$ cat src/rtl/sphere_phys_n.sv
// Gravity/respawn physics for NUM_SPHERES spheres, one sphere per cycle; a frame takes NUM_SPHERES+1 cycles to Frame_done.
// No backpressure: one tick queues behind a running frame, further ticks are dropped and latch Overrun. Option: SPHERE_BOUNCE_EN.
module sphere_phys_n #(
   parameter int          NUM_SPHERES = 4,
   parameter logic [63:0] GRAVITY     = 64'hFFFFFFFE00000000,
   parameter int          FLOOR_Y     = 1440,
   parameter int          SPAWN_Y     = 304,
   parameter logic [31:0] LFSR_SEED   = 32'hACE12468,
   localparam int         IDXW        = $clog2(NUM_SPHERES)
) (
   input  logic            Clk,
   input  logic            Reset,
   input  logic            frame_tick,
   input  logic            Hit,
   input  logic [IDXW-1:0] Hit_index,
   input  logic [IDXW-1:0] Read_index,
   output logic [191:0]    Sphere_pos,
   output logic [23:0]     Sphere_col,
   output logic            Busy,
   output logic            Frame_done,
   output logic            Overrun
);

   typedef enum logic [1:0] {IDLE, UPDATE, DONE} state_t;

   localparam logic [IDXW-1:0]    LAST_IDX  = IDXW'(NUM_SPHERES - 1);
   localparam logic signed [63:0] FLOOR_NEG = -(64'(FLOOR_Y) << 32);
   localparam logic [63:0]        SPAWN_P   = 64'(SPAWN_Y) << 32;
   localparam logic [31:0]        LFSR_MASK = 32'h80200003;

   state_t                  state, state_nxt;
   logic [IDXW-1:0]         idx, idx_nxt;
   logic                    pending, pending_nxt, overrun_nxt;
   logic [31:0]             lfsr;
   logic [NUM_SPHERES-1:0]  hit, hit_nxt;

   logic [NUM_SPHERES-1:0][63:0] px, py, pz, vx, vy, vz;
   logic [NUM_SPHERES-1:0][23:0] col;

   logic [63:0] npx, npy, npz, nvx, nvy, nvz;
   logic [23:0] ncol;
   logic        upd_en, floor_cond, respawn;

   assign Busy       = (state != IDLE);
   assign Frame_done = (state == DONE);

   always_comb begin
      state_nxt   = state;
      idx_nxt     = idx;
      pending_nxt = pending;
      overrun_nxt = Overrun;
      case (state)
         IDLE: begin
            if (frame_tick) begin
               state_nxt = UPDATE;
               idx_nxt   = '0;
            end
         end
         UPDATE: begin
            if (frame_tick) begin
               if (pending) overrun_nxt = 1'b1;
               else         pending_nxt = 1'b1;
            end
            if (idx == LAST_IDX) begin
               state_nxt = DONE;
               idx_nxt   = '0;
            end else begin
               idx_nxt = idx + IDXW'(1);
            end
         end
         DONE: begin
            // A tick landing in DONE with nothing queued is consumed immediately.
            if (pending) begin
               state_nxt   = UPDATE;
               pending_nxt = 1'b0;
               if (frame_tick) overrun_nxt = 1'b1;
            end else if (frame_tick) begin
               state_nxt = UPDATE;
            end else begin
               state_nxt = IDLE;
            end
         end
         default: state_nxt = IDLE;
      endcase
   end

   always_comb begin
      upd_en     = (state == UPDATE);
      floor_cond = $signed(py[idx]) < FLOOR_NEG;
      nvx        = vx[idx];
      nvy        = vy[idx] + GRAVITY;
      nvz        = vz[idx];
      ncol       = col[idx];
      npx        = px[idx] + nvx;
      npy        = py[idx] + nvy;
      npz        = pz[idx] + nvz;
`ifdef SPHERE_BOUNCE_EN
      respawn = hit[idx];
      if (floor_cond) begin
         nvy = -(vy[idx] - 64'($signed(vy[idx]) >>> 2));
         npy = FLOOR_NEG;
      end
`else
      respawn = hit[idx] | floor_cond;
`endif
      // Respawn velocity is the random byte scaled by 1/16 in 32.32.
      if (respawn) begin
         npx  = '0;
         npy  = SPAWN_P;
         npz  = '0;
         nvx  = {{28{lfsr[7]}}, lfsr[7:0], 28'd0};
         nvy  = {28'd0, lfsr[15:8], 28'd0};
         nvz  = '0;
         ncol = lfsr[23:0];
      end
   end

   always_comb begin
      hit_nxt = hit;
      if (upd_en) hit_nxt[idx] = 1'b0;
      if (Hit)    hit_nxt[Hit_index] = 1'b1;
   end

   always_ff @(posedge Clk) begin
      if (Reset) begin
         state      <= IDLE;
         idx        <= '0;
         pending    <= 1'b0;
         Overrun    <= 1'b0;
         hit        <= '0;
         lfsr       <= LFSR_SEED;
         px         <= '0;
         py         <= {NUM_SPHERES{SPAWN_P}};
         pz         <= '0;
         vx         <= '0;
         vy         <= '0;
         vz         <= '0;
         col        <= {NUM_SPHERES{24'hFFFFFF}};
         Sphere_pos <= {64'd0, SPAWN_P, 64'd0};
         Sphere_col <= 24'hFFFFFF;
      end else begin
         state      <= state_nxt;
         idx        <= idx_nxt;
         pending    <= pending_nxt;
         Overrun    <= overrun_nxt;
         hit        <= hit_nxt;
         lfsr       <= {1'b0, lfsr[31:1]} ^ (lfsr[0] ? LFSR_MASK : 32'd0);
         Sphere_pos <= {px[Read_index], py[Read_index], pz[Read_index]};
         Sphere_col <= col[Read_index];
         if (upd_en) begin
            px[idx]  <= npx;
            py[idx]  <= npy;
            pz[idx]  <= npz;
            vx[idx]  <= nvx;
            vy[idx]  <= nvy;
            vz[idx]  <= nvz;
            col[idx] <= ncol;
         end
      end
   end

endmodule

$ cat config.mk
export PLATFORM = sky130hd
export DESIGN_NAME = sphere_phys_n
export DESIGN_NICKNAME = d
export VERILOG_FILES = /design/src/rtl/sphere_phys_n.sv
export SDC_FILE = /design/constraint.sdc
export NUM_CORES = 2
export LEC_CHECK = 0
export CORE_UTILIZATION = 51
export DETAILED_ROUTE_END_ITERATION = 8
export GPL_ROUTABILITY_DRIVEN = 1
export PLACE_DENSITY_LB_ADDON = 0.12
export SYNTH_ARGS = -nofsm -noshare
export SYNTH_HDL_FRONTEND = slang
export SYNTH_SLANG_ARGS = --single-unit
$ cat constraint.sdc
create_clock -name Clk -period 7.2 [get_ports Clk]
set_input_delay 1.44 -clock Clk [delete_from_list [all_inputs] [get_ports Clk]]
set_output_delay 1.44 -clock Clk [all_outputs]
set_load 0.1 [all_outputs]
==> run summary <==
status -> finished clean
Die ar. -> 178,000 sq um
relative slew slack -> 17.3%
Final GP Congestion -> 0.942
Buf+Inv Stages, Crit Path -> 1
Sum Neg Setup Slack -> 0 ns
reg-to-reg setup timing slack -> 1.10 ns
share of layout cells above drive strength 1 -> 11.7%
All-Layer GR Usage -> 30.1%
final hold viol count -> 0
Synth Cell Area -> 90,200 sq um
final global-route overflow total -> 0
cts hold-fix bufs -> 0
Detail Route Antenna Nets -> 0
EDFF count, synth -> 0
Yosys cell types -> 89
syn avg cell area -> 9.21 sq um
via count -> 73.6k
async set or reset register ratio after synthesis -> 0%
I/O Pins -> 227
crit path kind -> reg -> reg
vias per cell -> 6.14
Leak -> 35.4 nW
via count of the first global-routing pass -> 71.4k
placed insts -> 11.6k
Worst path slowest cell -> dfxtp_4
initial core utilization -> 51.6%
initial antenna violation count -> 6
largest net degree at the start of global routing -> 224
Critical Path AT -> 6.79 ns
crit path launch -> idx[0]$_SDFFE_PP0P_
fin. max-slew vios -> 0
fmax -> 0.164 GHz
clk_skew -> 0.0351 ns
Sw Share -> 29.6%
reg2reg start -> idx[0]$_SDFFE_PP0P_
Critical Path Fanout Max -> 27
CTS Buf Count -> 198
DIE HEIGHT -> 422 microns
crit start category -> register
Post-CTS Setup Bufs -> 0
total core area -> 175,000 sq um
Worst R2R Path Depth -> 17
worst slew pin tran -> 1.24 ns
CP Cell Sequence -> mux4_2, nor3_1, nor3b_2, inv_1, nor3_1, xor2_1, ha_1, a21o_1, a21o_1, a21oi_1, o211ai_1, a211oi_1, a31oi_1, a41oi_1, o21ai_0, xnor2_1, o21ai_1
global-route wire length before repair -> 425,000 microns
hold_sp -> lfsr[28]$_SDFF_PP0_
setup violators final -> 0
Die Wd -> 422 microns
final std cells w/o fill -> 12.0k
# nets final -> 9,709
syn nets -> 9,993
row count -> 153
CP Data Required Time -> 7.89 ns
Routed Wire Length -> 275,000 microns
RSZ-0062 raised after global routing -> no
drt first pass iters -> 8
Max Cap Viol -> 0
Iter 0 DRT Violations -> 6,716
final worst path period need -> 6.10 ns
cell family with most CP delay -> compound AO/OA/AOI/OAI gates
WHS Endpoint -> lfsr[27]$_SDFF_PP1_
hold crit path type -> reg -> reg
hold depth -> 1
Residual DRC -> 0
Seq/Total Area, Yosys -> 42.0%
CP endpoint kind -> register
Ys Warns -> 0
CTS Root Cell -> clkbuf_16
combinational power share -> 17.3%
Clk pwr share -> 40.7%
post-DP HPWL -> 170,000 microns
Reg2Reg Capture Point -> py[191]$_SDFFE_PP0P_
Clock Latency Late Sink -> 0.86 ns
P_int -> 0.0181 W
clk slew on worst S/H paths -> 0.06 ns
CTS tree -> done
final period utilization -> 84.7%
Avg WL per Cell -> 22.9 microns
Sink Count -> 1,890
H-tree depth -> 4
CP peak stage delay -> 0.74 ns
Clock Tree Buf Depth -> 3
NetSw -> 0.00761 W
cell count after synthesis -> 9,786
Area growth, synth to finish -> 11.0%
number of port buffers -> 226
P per Cell Area -> 257 nW/um^2
Synth Flop Type -> dfxtp_1
maximum vdd drop -> 0.236 mV
cells resized by post-CTS repair -> 0
sequential share of power -> 42.0%
synthesized flop and latch total -> 1,890
-- flip-flops by register name, summed over array words and instances, names as in the netlist --
signal / cells
hit: 4
Sphere_col: 24
state: 2
pending: 1
lfsr: 32
Sphere_pos: 192
vy: 256
pz: 256
px: 256
vz: 256
Overrun: 1
idx: 2
py: 256
vx: 256
col: 96
-- cell families (layout without fill, tap and decap cells) --
group | after synthesis | in the layout | synth area share (%)
multiplexers | 664 | 664 | 16.1
flip-flops | 1890 | 1890 | 42.0
XOR/XNOR | 196 | 196 | 1.92
AO/OA/AOI/OAI | 2383 | 2383 | 16.4
adder cells (fa/ha/maj) | 199 | 199 | 2.79
other | 0 | 4 | 0
AND/OR/NAND/NOR | 3557 | 3557 | 16.9
buffers and inverters | 897 | 774 | 3.93
-- layout make-up --
class,instances,area (sq um)
repair buffers,337,3470
diodes,4,10.0
multi-input cells,6999,48900
fillers,15200,74700
clock inverters,64,718
flip-flops and latches,1890,37800
clock buffers,297,5940
inverters,76,285
well taps,2325,2910
-- worst max path at each step --
stage / cells past startpoint / endpoint / slack, ns
floorplan: 22 / px[122]$_SDFFE_PP0P_ / 1.38
global placement: 18 / py[63]$_SDFFE_PP0P_ / 1.29
detailed placement: 17 / py[191]$_SDFFE_PP0P_ / 1.25
CTS: 17 / py[191]$_SDFFE_PP0P_ / 1.20
global route: 17 / py[126]$_SDFFE_PP0P_ / 0.71
finish: 17 / py[191]$_SDFFE_PP0P_ / 1.10
-- Yosys cell counts, types with 8 or more instances --
cell type,number,share of area [%]
o211ai_1,33,0.27
a31oi_1,31,0.22
xnor2_1,121,1.2
mux4_2,606,15
ha_1,196,2.7
a211oi_1,183,1.5
a211o_1,106,1.0
buf_2,89,0.49
o21a_1,38,0.32
nand4_1,79,0.55
a22oi_1,62,0.52
o32a_1,9,0.10
a21oi_1,1246,6.9
o31ai_1,25,0.21
a311o_1,10,0.11
a22o_1,199,1.9
and3_1,11,0.076
nand3b_1,62,0.52
dfxtp_1,1890,42
o21ai_1,8,0.044
nor3_1,70,0.39
or4_1,10,0.083
nand2b_1,22,0.15
nand2_1,1149,4.8
nor2b_1,234,1.6
clkbuf_1,583,2.4
mux4_1,19,0.55
nor2_1,1624,6.8
nand3_1,158,0.88
buf_1,143,0.60
o21ai_0,194,1.1
or2_2,45,0.31
or3_1,21,0.15
o21bai_1,43,0.36
mux2i_1,39,0.43
nor3b_1,10,0.083
nor4_1,22,0.15
a21boi_0,15,0.12
inv_1,75,0.31
a21o_1,103,0.86
xor2_1,73,0.71
and2_1,17,0.12
-- routing by layer --
layer,routed length [microns],track usage [%],vias up
li1,-,-,34300
met1,116000,39.3,36300
met2,131000,50.3,2516
met3,15500,3.72,507
met4,12100,12.8,0
met5,0,0,-
-- power by group through the flow --
| stage | sequential, W | clock [W] | combinational [W] |
|---|---|---|---|
| 2_1_floorplan | 0.0111 | 0 | 0.00306 |
| 3_3_place_gp | 0.0110 | 0 | 0.00439 |
| 3_5_place_dp | 0.0110 | 0 | 0.00440 |
| 4_1_cts | 0.0108 | 0.0106 | 0.00442 |
| 5_1_grt | 0.0108 | 0.0111 | 0.00478 |
| 6_report | 0.0108 | 0.0105 | 0.00446 |
-- cell usage in the layout, fill, tap and decap left out, types with 183 or more instances in the layout --
cell and count:
nand2_1 1144, nor2_1 1615, a211oi_1 183, nor2b_1 234, clkdlybuf4s50_1 223, a22o_1 199, clkbuf_16 202, dfxtp_1 1888
ha_1 196, a21oi_1 1246, mux4_2 606, o21ai_0 194
-- worst reg2reg max path: cells and delay by family (launching register included) --
kind / cells / cell delay [ns]
fa+ha+maj: 1 / 0.42
buf+inv: 1 / 0.12
mux: 1 / 0.68
xor+xnor: 2 / 0.60
simple gates: 3 / 1.06
compound gates: 9 / 2.33
flops: 1 / 0.74
-- metrics by stage --
stage                     area [sq um]  hold WS, ns  setup slack [ns]  power, W  utilization, %
after floorplan                  90200        0.389              1.38    0.0141               -
after global placement           93400        0.393              1.29    0.0154            53.4
after detailed placement         93400        0.401              1.25    0.0154            53.4
after CTS                       100000        0.414              1.20    0.0258            57.3
after global routing            100000        0.430             0.713    0.0267            57.3
final                           100000        0.413              1.10    0.0257            57.3
Power figures use the tool's default switching activity.
